[src/rtl/paicore_recv_pkg.sv]
// Shared types and default widths for the PAICORE receive run controller.
package paicore_recv_pkg;

  localparam int DEF_CNT_W  = 32;
  localparam int DEF_IDLE_W = 16;

  typedef enum logic [2:0] {
    ST_IDLE  = 3'd0,
    ST_ARM   = 3'd1,
    ST_RECV  = 3'd2,
    ST_FLUSH = 3'd3,
    ST_DRAIN = 3'd4,
    ST_DONE  = 3'd5
  } state_e;

endpackage

[src/rtl/recv_idle_timer.sv]
// Idle-cycle counter: counts while enabled and not cleared, flags the cycle it reaches limit-1.
module recv_idle_timer #(
  parameter int IDLE_W = 16
) (
  input  logic              i_clk,
  input  logic              i_rst_n,
  input  logic              i_clr,
  input  logic              i_en,
  input  logic [IDLE_W-1:0] i_limit,
  output logic              o_expire
);

  logic [IDLE_W-1:0] r_cnt;

  // Saturates so a disabled (limit 0) run never wraps back through small values.
  always_ff @(posedge i_clk or negedge i_rst_n) begin
    if (!i_rst_n) begin
      r_cnt <= '0;
    end else if (i_clr) begin
      r_cnt <= '0;
    end else if (i_en && (r_cnt != '1)) begin
      r_cnt <= r_cnt + IDLE_W'(1);
    end
  end

  assign o_expire = i_en && !i_clr && (i_limit != '0) &&
                    (r_cnt == (i_limit - IDLE_W'(1)));

endmodule

[src/rtl/paicore_recv_ctrl.sv]
// Run controller for the PAICORE receive datapath: arm channels, count frames, end the run,
// flush transport_up, wait for the fifo to drain and report completion.
module paicore_recv_ctrl
  import paicore_recv_pkg::*;
#(
  parameter int CHANNEL = 4,
  parameter int CNT_W   = DEF_CNT_W,
  parameter int IDLE_W  = DEF_IDLE_W
) (
  input  logic               m_axis_aclk,
  input  logic               m_axis_aresetn,
  input  logic               i_start,
  input  logic               i_abort,
  input  logic [CHANNEL-1:0] i_ch_mask,
  input  logic [CNT_W-1:0]   i_frame_num_max,
  input  logic [IDLE_W-1:0]  i_idle_timeout,
  input  logic               i_tx_done,
  input  logic               i_snn_out_hsked,
  input  logic               i_recv_busy,
  input  logic               i_fifo_empty,
  output logic [CHANNEL-1:0] o_ien,
  output logic               o_rx_rcving,
  output logic               o_recv_done,
  output logic               o_rx_done,
  output logic               o_busy,
  output logic [CNT_W-1:0]   o_frame_cnt,
  output logic               o_timeout_flag
);

  state_e             r_state;
  state_e             w_next;
  logic [CHANNEL-1:0] r_mask;
  logic [CNT_W-1:0]   r_max;
  logic [IDLE_W-1:0]  r_timeout;
  logic [CNT_W-1:0]   r_frame_cnt;
  logic               r_timeout_flag;
  logic [CHANNEL-1:0] r_ien;
  logic               r_rx_rcving;
  logic               r_recv_done;
  logic               r_rx_done;
  logic               r_busy;

  logic               w_start_ok;
  logic               w_counting;
  logic [CNT_W:0]     w_cnt_sum;
  logic               w_cnt_hit;
  logic               w_tmo_hit;
  logic               w_set_tmo;
  logic               w_tmr_clr;
  logic               w_tmr_en;
  logic [CHANNEL-1:0] w_ien_nxt;
  logic               w_rcving_nxt;
  logic               w_recv_done_nxt;
  logic               w_rx_done_nxt;
  logic               w_busy_nxt;

  assign w_start_ok = (r_state == ST_IDLE) && i_start && !i_abort;
  assign w_counting = (r_state == ST_RECV) || (r_state == ST_FLUSH) || (r_state == ST_DRAIN);

  // Include this cycle's handshake so the run ends on the edge that accepts the last frame.
  assign w_cnt_sum = {1'b0, r_frame_cnt} + (CNT_W+1)'(i_snn_out_hsked);
  assign w_cnt_hit = (r_max != '0) && (w_cnt_sum >= {1'b0, r_max});

  assign w_tmr_en  = (r_state == ST_RECV);
  assign w_tmr_clr = (r_state != ST_RECV) || i_snn_out_hsked || !i_tx_done;

  recv_idle_timer #(
    .IDLE_W (IDLE_W)
  ) u_idle_timer (
    .i_clk    (m_axis_aclk),
    .i_rst_n  (m_axis_aresetn),
    .i_clr    (w_tmr_clr),
    .i_en     (w_tmr_en),
    .i_limit  (r_timeout),
    .o_expire (w_tmo_hit)
  );

  always_ff @(posedge m_axis_aclk or negedge m_axis_aresetn) begin
    if (!m_axis_aresetn) begin
      r_state <= ST_IDLE;
    end else begin
      r_state <= w_next;
    end
  end

  always_comb begin
    w_next    = r_state;
    w_set_tmo = 1'b0;
    unique case (r_state)
      ST_IDLE:  if (w_start_ok) w_next = ST_ARM;
      ST_ARM:   w_next = ST_RECV;
      ST_RECV: begin
        if (i_abort) begin
          w_next = ST_FLUSH;
        end else if (w_cnt_hit) begin
          w_next = ST_FLUSH;
        end else if (w_tmo_hit) begin
          w_next    = ST_FLUSH;
          w_set_tmo = 1'b1;
        end
      end
      ST_FLUSH: w_next = ST_DRAIN;
      ST_DRAIN: if (i_fifo_empty && !i_recv_busy) w_next = ST_DONE;
      ST_DONE:  w_next = ST_IDLE;
      default:  w_next = ST_IDLE;
    endcase

    // Outputs are a function of the state being entered, then registered.
    w_ien_nxt       = '0;
    w_rcving_nxt    = 1'b0;
    w_recv_done_nxt = 1'b0;
    w_rx_done_nxt   = 1'b0;
    w_busy_nxt      = (w_next != ST_IDLE);
    unique case (w_next)
      ST_ARM, ST_RECV: begin
        w_ien_nxt    = w_start_ok ? i_ch_mask : r_mask;
        w_rcving_nxt = 1'b1;
      end
      ST_FLUSH: begin
        w_rcving_nxt    = 1'b1;
        w_recv_done_nxt = 1'b1;
      end
      ST_DRAIN: w_rcving_nxt  = 1'b1;
      ST_DONE:  w_rx_done_nxt = 1'b1;
      default: ;
    endcase
  end

  always_ff @(posedge m_axis_aclk or negedge m_axis_aresetn) begin
    if (!m_axis_aresetn) begin
      r_ien       <= '0;
      r_rx_rcving <= 1'b0;
      r_recv_done <= 1'b0;
      r_rx_done   <= 1'b0;
      r_busy      <= 1'b0;
    end else begin
      r_ien       <= w_ien_nxt;
      r_rx_rcving <= w_rcving_nxt;
      r_recv_done <= w_recv_done_nxt;
      r_rx_done   <= w_rx_done_nxt;
      r_busy      <= w_busy_nxt;
    end
  end

  // Run configuration is captured only when a run is accepted.
  always_ff @(posedge m_axis_aclk or negedge m_axis_aresetn) begin
    if (!m_axis_aresetn) begin
      r_mask    <= '0;
      r_max     <= '0;
      r_timeout <= '0;
    end else if (w_start_ok) begin
      r_mask    <= i_ch_mask;
      r_max     <= i_frame_num_max;
      r_timeout <= i_idle_timeout;
    end
  end

  // Tail frames arriving during flush/drain still count toward the run total.
  always_ff @(posedge m_axis_aclk or negedge m_axis_aresetn) begin
    if (!m_axis_aresetn) begin
      r_frame_cnt    <= '0;
      r_timeout_flag <= 1'b0;
    end else if (w_start_ok) begin
      r_frame_cnt    <= '0;
      r_timeout_flag <= 1'b0;
    end else begin
      if (w_counting && i_snn_out_hsked && (r_frame_cnt != '1)) begin
        r_frame_cnt <= r_frame_cnt + CNT_W'(1);
      end
      if (w_set_tmo) begin
        r_timeout_flag <= 1'b1;
      end
    end
  end

  assign o_ien          = r_ien;
  assign o_rx_rcving    = r_rx_rcving;
  assign o_recv_done    = r_recv_done;
  assign o_rx_done      = r_rx_done;
  assign o_busy         = r_busy;
  assign o_frame_cnt    = r_frame_cnt;
  assign o_timeout_flag = r_timeout_flag;

endmodule

[config.mk]
export PLATFORM = sky130hd
export DESIGN_NAME = paicore_recv_ctrl
export DESIGN_NICKNAME = d
export VERILOG_FILES = /design/src/rtl/paicore_recv_pkg.sv /design/src/rtl/recv_idle_timer.sv /design/src/rtl/paicore_recv_ctrl.sv
export SDC_FILE = /design/constraint.sdc
export NUM_CORES = 1
export LEC_CHECK = 0
export ABC_AREA = 1
export BUFFER_PORTS_ARGS = -buffer_cell sky130_fd_sc_hd__clkbuf_2
export CAP_MARGIN = 20
export CORE_ASPECT_RATIO = 0.9
export CORE_MARGIN = 4
export CORE_UTILIZATION = 40
export CTS_BUF_LIST = sky130_fd_sc_hd__clkbuf_4 sky130_fd_sc_hd__clkbuf_8 sky130_fd_sc_hd__clkbuf_16
export DETAILED_ROUTE_END_ITERATION = 10
export PLACE_DENSITY = 0.64
export SYNTH_ARGS = -nofsm -noshare
export SYNTH_HDL_FRONTEND = slang
export SYNTH_SLANG_ARGS = --single-unit
[constraint.sdc]
create_clock -name m_axis_aclk -period 5.7 [get_ports m_axis_aclk]
set_input_delay 0.57 -clock m_axis_aclk [delete_from_list [all_inputs] [get_ports m_axis_aclk]]
set_output_delay 0.57 -clock m_axis_aclk [all_outputs]
set_load 0.01 [all_outputs]
==> metrics.yaml, run 1 <==
grt:
  antenna_found_initial: 0
  grt_pass1_vias: 6177
  grt_usage: 0.194
  grt_pass1_wl_mm: 31.2
  grt_max_degree: 81
  grt-ovfl-total: 0
worst_hold_path:
  hold_class: "primary input to async pin"
floorplanning:
  die_x_um: 150
  start_util: 0.410
  top_level_ports: 101
  die_area_um2: 20400
  num_rows: 46
  core_area_um2: 17700
  die-height_um: 136
placement:
  post-place-ws_ns: 1.98
  dp_hpwl_mm: 15.1
  place_inst: 1304
  placed_area_um2: 8030
  portBuffers: 100
  place_congestion: 0.942
synthesis:
  ys_ff_latch: 112
  synth_cell_type_count: 40
  synthDominantCellAreaShare: 0.386
  postSynthCellCount: 976
  avgSynthCellArea_um2: 7.44
  synth_fp_nets: 1073
  yosys.area.top_type: "dfrtp_1"
  yosys_warnings: 0
  yosys-top-cells-area: "dfrtp_1 39%, nand2_1 12%, inv_1 7.3%"
  synth_area_um2: 7260
  yosysSeqAreaShare: 0.386
cells_and_area:
  layout-drive-gt1-share: 0.183
  area_growth_pct: 14.5
  finalNonFillerCells: 1320
  fin_util: 0.469
  final_cell_mix: "237 x nand2_1, 141 x inv_1, 112 x dfrtp_1"
  final_common_cell: "nand2_1"
  nets: 1172
  final_area_um2: 8310
  antenna_cells: 0
critical_path:
  arrival_ns: 3.69
  cp_cell_sequence: "ha_1 -> nand3_1 -> nor2_1 -> inv_1 -> nor2_1 -> inv_1 -> nor2_2 -> nand3_1 -> xor2_1 -> inv_1 -> ha_1 -> nand2_1 -> nor2_1 -> and2_1 -> nand3_1 -> nand2_1 -> nor2_1 -> nand3_2 -> nand2_2 -> nand3_2 -> nand2_4 -> nand3_1 -> nand2_1 -> nand2_1"
  cp-start-kind: "flop"
  critPathRequiredTime_ns: 5.95
  critPathKind: "flop to flop"
  crit_slowest_cell: "dfrtp_1"
  path_delay_family: "simple AND/OR/NAND/NOR gates"
  crit_path_end_kind: "flop"
  cp_max_fo: 6
  max_stage_delay_ns: 0.41
  cp.buffers_inverters: 3
pwr:
  combPwrFrac: 0.400
  power_switching_mw: 1.22
  seqPwrFrac: 0.394
  total_power_mw: 2.97
  p_leak_nw: 4.29
  p_clk_frac: 0.205
  irDropWorstVdd_mv: 0.162
  power_switching_share: 0.409
  p_per_area_nw_per_um2: 358
  power.internal_mw: 1.76
sta:
  period_minus_slack_ns: 3.43
  tightest_slew_ns: 0.846
  max_freq_mhz: 291
  fin_crit_sh: 0.603
  hold_viol: 0
  finalSetupTns_ns: 0
  finalSetupViolCount: 0
  fin_skew_ns: 0.0139
  rsz0062_at_grt: "false"
  maxSlewHeadroom: 0.436
  worst_slack_ns: 2.27
  slew_violations: 0
  holdWs_ns: 0.299
route:
  finalWirelength_mm: 19.2
  drtIter0Drc: 387
  vias: 6360
  drt_pass1_iterations: 7
  wl_per_cell_um: 14.5
  drt-vias-per-instance: 4.82
  drtAntennaViolNets: 0
  drc: 0
clock_tree:
  cts_max_level: 3
  cts_root_buffer: "clkbuf_16"
  ctsHoldBuffers: 0
  cts_tree: "built"
  clkTransAtPathRegs_ns: 0.07
  cts_resized: 0
  clk_latency_ns: 0.36
  clockBufferDepth: 2
  cts_setup_buffers: 0
  cts_buffers: 9
  cts_sinks: 112
flow_run:
  maxCapViolations: 0
run_status:
  status: "completed"
registers in the layout (all words and copies together) (netlist names):
name / count
o_frame_cnt: 32
r_max: 32
r_timeout: 16
u_idle_timer.r_cnt: 16
o_ien: 4
r_mask: 4
r_state: 3
o_busy: 1
o_recv_done: 1
o_rx_done: 1
o_rx_rcving: 1
o_timeout_flag: 1
cell families after synthesis:
kind of cell | Yosys count | synth area share
buf+inv | 169 | 0.0882
simple gates | 470 | 0.301
flops | 112 | 0.386
fa+ha+maj | 37 | 0.0637
compound gates | 142 | 0.105
xor+xnor | 46 | 0.0555
layout make-up:
class | count | area, um2
fill | 1865 | 9420
multi-input combinational | 695 | 3820
sequential | 112 | 2800
timing repair buffer | 103 | 526
clock buffer | 10 | 239
clock inverter | 6 | 45.0
tap | 240 | 300
inverter | 154 | 581
synthesized netlist by cell type:
library cell    n
nor2_2         16
dfrtp_1       112
ha_1           37
buf_1           3
o31ai_1         1
nand3b_1        3
a21oi_1        47
inv_4           1
nor2_1         87
and2_1          1
nor3b_1         1
nor4_4          1
nand2_4         7
nand4_1        14
nor4_2          1
buf_2           3
nor4_1          8
nor3_2          3
and3_1          1
xor2_1         37
a21boi_1        1
o21ba_2         1
nand3_1        36
clkbuf_1        9
o221a_2         1
nor2_4          8
a21o_1          3
inv_2          11
inv_1         142
nand3_2         4
or2_2           6
xnor2_1         9
nor3_1         19
o211ai_4        1
o21a_1          3
nand2_1       237
o21ai_0        68
nand2_2        17
o21ai_1        11
a31oi_1         5
worst paths after layout:
check,from,depth (start not counted),endpoint,slack [ns]
worst max-delay path,o_frame_cnt[0],24,o_rx_rcving,2.27
max in group asynchronous,m_axis_aresetn,2,o_frame_cnt[31],4.25
worst min register to register,o_frame_cnt[23],1,o_frame_cnt[23],0.52
worst min-delay path,m_axis_aresetn,1,r_max[29],0.30
min in group m_axis_aclk,i_recv_busy,2,o_rx_done,0.37
worst max register to register,o_frame_cnt[0],24,o_rx_rcving,2.27
power by group through the flow:
stage / Clock (mW) / Sequential (mW) / Combinational, mW
CTS: 0.631 / 1.18 / 1.20
finish: 0.611 / 1.17 / 1.19
global placement: 0 / 1.19 / 1.18
floorplan: 0 / 1.17 / 0.867
detailed placement: 0 / 1.19 / 1.20
global route: 0.666 / 1.20 / 1.38
layer usage:
layer	global-route usage	up-vias	routed length, um
met5	0	-	0
met4	0.0407	0	184
met3	0.0413	12	917
met2	0.317	117	9050
met1	0.267	2934	9020
li1	-	3297	-
Power figures use the tool's default switching activity.
==> inputs of run 2 (changes only) <==
--- a/config.mk
+++ b/config.mk
@@ -5,7 +5,7 @@
 export SDC_FILE = /design/constraint.sdc
 export NUM_CORES = 1
 export LEC_CHECK = 0
-export ABC_AREA = 1
+export ABC_AREA = 0
 export BUFFER_PORTS_ARGS = -buffer_cell sky130_fd_sc_hd__clkbuf_2
 export CAP_MARGIN = 20
 export CORE_ASPECT_RATIO = 0.9
@@ -13,7 +13,7 @@
 export CORE_UTILIZATION = 40
 export CTS_BUF_LIST = sky130_fd_sc_hd__clkbuf_4 sky130_fd_sc_hd__clkbuf_8 sky130_fd_sc_hd__clkbuf_16
 export DETAILED_ROUTE_END_ITERATION = 10
-export PLACE_DENSITY = 0.64
+export PLACE_DENSITY = 0.67
 export SYNTH_ARGS = -nofsm -noshare
 export SYNTH_HDL_FRONTEND = slang
 export SYNTH_SLANG_ARGS = --single-unit
==> constraint.sdc (replaced) <==
create_clock -name m_axis_aclk -period 3 [get_ports m_axis_aclk]
set_input_delay 0.3 -clock m_axis_aclk [delete_from_list [all_inputs] [get_ports m_axis_aclk]]
set_output_delay 0.3 -clock m_axis_aclk [all_outputs]
set_load 0.01 [all_outputs]
==> metrics.yaml, run 2 <==
cells_and_area:
  layout-drive-gt1-share: 0.264
  final_common_cell: "nand2_1"
  final_area_um2: 8620
  final_cell_mix: "139 x nand2_1, 111 x dfrtp_1, 104 x buf_4"
  antenna_cells: 0
  nets: 1054
  area_growth_pct: 28.3
clock_tree:
  ctsHoldBuffers: 0
  clockBufferDepth: 2
  clkTransAtPathRegs_ns: 0.08
  clk_latency_ns: 0.37
  cts_buffers: 9
  cts_sinks: 112
  cts_tree: "built"
  cts_root_buffer: "clkbuf_16"
  cts_max_level: 3
synthesis:
  synth_area_um2: 6720
  yosys-top-cells-area: "dfrtp_1 42%, nand2_1 7.9%, ha_1 6.9%"
  async_reset_ff_frac: 1.00
  yosys_warnings: 0
  yosys.area.top_type: "dfrtp_1"
  postSynthCellCount: 776
  ys.flop_type: "dfrtp_1"
  yosysMostFrequentCell: "nand2_1"
  synth_fp_nets: 873
  synth_cell_type_count: 55
  synthDominantCellAreaShare: 0.417
  synthTopCellsByCount: "141 x nand2_1, 112 x dfrtp_1, 77 x nor2_1"
  synth_edf_count: 0
  yosysSeqAreaShare: 0.417
  avgSynthCellArea_um2: 8.66
  ys_ff_latch: 112
sta:
  tightest_slew_ns: 0.744
  max_freq_mhz: 269
  hold_viol: 9
  worst_slack_ns: -0.715
  finalSetupViolCount: 7
  fin_crit_sh: 1.24
  maxSlewHeadroom: 0.504
  rsz0062_at_grt: "true"
  fin_skew_ns: 0.00997
  slew_violations: 0
  period_minus_slack_ns: 3.71
  holdWs_ns: -0.0204
route:
  drt-vias-per-instance: 5.08
  drc: 0
  finalWirelength_mm: 18.1
  drtIter0Drc: 352
  drt_pass1_iterations: 4
  wl_per_cell_um: 15.4
  drtAntennaViolNets: 0
  vias: 5940
placement:
  dp_hpwl_mm: 14.0
  placed_area_um2: 8170
  portBuffers: 100
  place_congestion: 0.868
floorplanning:
  start_util: 0.413
  die-height_um: 131
  die_x_um: 145
  core_area_um2: 16300
  die_area_um2: 18900
  num_rows: 44
  top_level_ports: 101
flow_run:
  maxCapViolations: 0
critical_path:
  critPathKind: "flop to flop"
  r2r-start: "o_frame_cnt[0]"
  crit-reg2reg-capture: "o_ien[3]"
  crit_path_end_kind: "flop"
  r2r_slack_ns: -0.71
  cp_max_fo: 4
  reg2reg_depth: 18
  critPathRequiredTime_ns: 3.26
  cp-start-kind: "flop"
  arrival_ns: 3.98
grt:
  grt_max_degree: 63
  grt-ovfl-total: 0
  grt_usage: 0.198
  grt_pass1_vias: 5983
  grt_pass1_wl_mm: 29.6
  antenna_found_initial: 0
run_status:
  violations: "negative hold slack, negative setup slack"
  status: "complete, but fails checks"
pwr:
  p_per_area_nw_per_um2: 672
  p_leak_nw: 4.20
  irDropWorstVdd_mv: 0.340
worst_hold_path:
  hold_class: "primary input to async pin"
==> run 2: cell count changes in the layout (fill, tap and decap cells not counted), moves of 9 or more <==
cell	change
buf_4	+100
nand2_1	-98
a21oi_1	-25
nor2_2	-15
nand4_1	+9
inv_2	-11
xnor2_1	+40
inv_1	-104
nor2_1	-13
o21ai_0	-26
or3_1	+10
nand2_2	-17
o21ai_1	-10
==> run 2: final cells by class <==
cell class / count / area (um2)
Clock inverter: 6 / 43.8
Inverter: 38 / 143
Timing Repair Buffer: 206 / 1320
Multi-Input combinational cell: 590 / 3810
Tap cell: 207 / 259
Clock buffer: 10 / 239
Fill cell: 1509 / 7670
Sequential cell: 112 / 2800
==> run 2: through the flow <==
stage	TNS, ns	power, mW	utilization	instances	setup WS (ns)
after floorplan	-3.53	3.68	-	776	-0.652
after global placement	-4.44	4.43	0.501	1148	-0.731
after detailed placement	-5.40	4.50	0.501	1148	-0.844
after CTS	-4.08	5.75	0.525	1168	-0.661
after global routing	-5.37	6.25	0.529	1169	-0.875
final	-4.30	5.79	0.529	1169	-0.715
==> run 2: worst max path at each step <==
stage	from	endpoint	slack (ns)	depth (start not counted)
6_report	o_frame_cnt[0]	o_ien[3]	-0.71	18
5_1_grt	o_frame_cnt[0]	o_ien[1]	-0.87	18
4_1_cts	o_frame_cnt[0]	o_ien[0]	-0.66	16
3_5_place_dp	i_snn_out_hsked	o_ien[0]	-0.84	20
3_3_place_gp	i_snn_out_hsked	r_state[0]	-0.73	16
2_1_floorplan	o_frame_cnt[0]	r_state[0]	-0.65	15
==> run 2: where the power goes <==
part           switching (mW)  internal [mW]  leakage, nW
clock network           0.595          0.592        0.144
logic                    1.32           1.01         2.59
registers               0.344           1.93         1.47
total                    2.25           3.54         4.20
==> run 2: timing repair <==
action / CTS / global route
setup endpoints to repair: 7 / 7
setup buffers: 4 / 1
gates resized for setup: 16 / 9
pin swaps: 12 / 9
hold endpoints to repair: 0 / 0
==> run 2: logic make-up after synthesis <==
logic type | Yosys count | share of synthesized area
adder cells (fa/ha/maj) | 37 | 0.0689
flip-flops | 112 | 0.417
buffers and inverters | 74 | 0.0426
AO/OA/AOI/OAI | 93 | 0.0812
multiplexers | 4 | 0.00596
AND/OR/NAND/NOR | 361 | 0.261
XOR/XNOR | 95 | 0.124
==> run 2: per-layer routing <==
metal  up-vias  global-route usage  part of all wire
met4         0              0.0543             0.017
li1       2998                   -                 -
met5         -                   0                 0
met3        21              0.0422             0.049
met1      2783               0.285              0.49
met2       138               0.304              0.44
==> run 2: critical path, stage by stage (launching register included) <==
cell,delay [ns]
dfrtp_2,0.38
ha_4,0.15
ha_4,0.13
inv_2,0.03
or4_4,0.54
nor2_4,0.17
nand2_4,0.09
nor2_4,0.13
nand2_1,0.08
xnor2_1,0.21
ha_1,0.29
nand4_1,0.13
nor2_1,0.07
a221oi_1,0.30
a21oi_1,0.13
o21ai_2,0.24
a41oi_2,0.17
buf_6,0.17
nor4b_4,0.23
==> inputs of run 3 (changes only) <==
--- a/config.mk
+++ b/config.mk
@@ -10,10 +10,10 @@
 export CAP_MARGIN = 20
 export CORE_ASPECT_RATIO = 0.9
 export CORE_MARGIN = 4
-export CORE_UTILIZATION = 40
+export CORE_UTILIZATION = 52
 export CTS_BUF_LIST = sky130_fd_sc_hd__clkbuf_4 sky130_fd_sc_hd__clkbuf_8 sky130_fd_sc_hd__clkbuf_16
 export DETAILED_ROUTE_END_ITERATION = 10
-export PLACE_DENSITY = 0.67
+export PLACE_DENSITY = 0.82
 export SYNTH_ARGS = -nofsm -noshare
 export SYNTH_HDL_FRONTEND = slang
 export SYNTH_SLANG_ARGS = --single-unit
==> metrics.yaml, run 3 (synthesis results as in run 2) <==
cells_and_area:
  area_growth_pct: 27.1
  final_area_um2: 8550
  fillers: 969
  layout-drive-gt1-share: 0.259
  final_cell_mix: "139 x nand2_1, 111 x dfrtp_1, 99 x clkbuf_2"
  final_common_cell: "nand2_1"
  nets: 1045
  antenna_cells: 0
grt:
  grt_usage: 0.249
  grt_pass1_wl_mm: 29.4
  grt-ovfl-total: 0
  grt_pass1_vias: 6047
  grt_max_degree: 84
  antenna_found_initial: 0
critical_path:
  crit_path_end_kind: "flop"
  r2r-start: "o_frame_cnt[0]"
  critPathKind: "flop to flop"
  critPathRequiredTime_ns: 3.26
  cp_max_fo: 4
  arrival_ns: 3.90
  cp-start-kind: "flop"
  r2r_slack_ns: -0.63
  reg2reg_depth: 18
  crit-reg2reg-capture: "o_ien[1]"
sta:
  worst_slack_ns: -0.635
  period_minus_slack_ns: 3.63
  max_freq_mhz: 275
  fin_skew_ns: 0.00576
  maxSlewHeadroom: 0.443
  holdWs_ns: -0.0115
  tightest_slew_ns: 0.836
  rsz0062_at_grt: "true"
  finalSetupViolCount: 7
  slew_violations: 0
  hold_viol: 10
  fin_crit_sh: 1.21
floorplanning:
  top_level_ports: 101
  die_area_um2: 14800
  core_area_um2: 12700
  die-height_um: 116
  die_x_um: 128
  start_util: 0.530
  num_rows: 39
route:
  drt-vias-per-instance: 5.48
  drtIter0Drc: 382
  drt_pass1_iterations: 4
  wl_per_cell_um: 15.9
  drc: 0
  vias: 6126
  drtAntennaViolNets: 0
  finalWirelength_mm: 17.7
clock_tree:
  clkTransAtPathRegs_ns: 0.07
  cts_root_buffer: "clkbuf_16"
  clk_latency_ns: 0.36
  ctsHoldBuffers: 0
  cts_buffers: 9
  cts_tree: "built"
  cts_max_level: 3
  cts_sinks: 112
  clockBufferDepth: 2
worst_hold_path:
  hold_class: "primary input to async pin"
placement:
  place_congestion: 0.924
  dp_hpwl_mm: 13.2
  portBuffers: 100
  placed_area_um2: 8050
run_status:
  violations: "negative hold slack, negative setup slack"
  status: "complete, but fails checks"
pwr:
  p_leak_nw: 4.19
  irDropWorstVdd_mv: 0.390
  total_power_mw: 5.89
  p_per_area_nw_per_um2: 689
flow_run:
  maxCapViolations: 0
-- run 3: cell count changes in the layout (fill, tap and decap cells not counted), moves of 2 or more --
cell	change
xnor2_2	+2
buf_4	-8
clkinv_2	-3
o21ai_1	+2
bufinv_16	+2
xnor2_1	-2
-- run 3: report_power, final --
group | internal, mW | switching [mW] | leakage (nW) | total, mW
clock network | 0.789 | 0.560 | 0.162 | 1.35
logic | 0.965 | 1.28 | 2.56 | 2.25
registers | 1.93 | 0.361 | 1.47 | 2.29
total | 3.69 | 2.20 | 4.19 | 5.89
-- run 3: worst max-delay path by stage --
| stage | end | depth (start not counted) | from |
|---|---|---|---|
| floorplan | r_state[0] | 15 | o_frame_cnt[0] |
| global placement | r_state[0] | 16 | i_snn_out_hsked |
| detailed placement | r_state[0] | 16 | i_snn_out_hsked |
| CTS | o_ien[3] | 16 | o_frame_cnt[0] |
| global route | o_ien[1] | 18 | o_frame_cnt[0] |
| finish | o_ien[1] | 18 | o_frame_cnt[0] |
-- run 3: layout make-up --
| cell class | instances | area, um2 | share of cell area |
|---|---|---|---|
| tap | 164 | 205 | 0.0240 |
| inverter | 38 | 143 | 0.0167 |
| clock inverter | 4 | 76.3 | 0.00893 |
| clock buffer | 12 | 260 | 0.0304 |
| sequential | 112 | 2800 | 0.328 |
| multi-input combinational | 590 | 3810 | 0.446 |
| timing repair buffer | 197 | 1250 | 0.146 |
-- run 3: repair_timing --
| item | CTS | global route |
|---|---|---|
| gates resized for setup | 13 | 11 |
| buffers inserted | 4 | 0 |
| pin swaps | 13 | 17 |
| endpoints found under the setup margin | 7 | 7 |
-- run 3: critical path: stages, from the launching register on --
cell and delay, ns:
dfrtp_2 0.38, ha_4 0.15, ha_4 0.13, inv_2 0.03
or4_4 0.52, nor2_4 0.16, nand2_4 0.10, nor2_4 0.17
nand3_2 0.10, xnor2_2 0.15, ha_1 0.31, nand4_1 0.12
nor2_1 0.08, a221oi_2 0.29, a21oi_2 0.10, o21ai_2 0.21
a41oi_2 0.16, buf_6 0.16, nor4b_4 0.21
-- run 3: metal layers --
| metal | wire length (um) | up-vias | global-route usage |
|---|---|---|---|
| met5 | 0 | - | 0 |
| li1 | - | 2995 | - |
| met1 | 8090 | 2920 | 0.340 |
| met3 | 997 | 32 | 0.0604 |
| met2 | 8310 | 179 | 0.400 |
| met4 | 323 | 0 | 0.0686 |
-- run 3: metrics by stage --
stage          std cells  hold slack [ns]  setup TNS, ns   util  setup slack, ns
5_1_grt             1117           0.0275          -5.30  0.674           -0.854
3_5_place_dp        1097            0.393          -4.95  0.635           -0.857
4_1_cts             1117          0.00687          -3.96  0.669           -0.646
6_report            1117          -0.0115          -3.82  0.674           -0.635
3_3_place_gp        1097            0.392          -3.95  0.635           -0.719
2_1_floorplan        776          0.00441          -3.53      -           -0.652
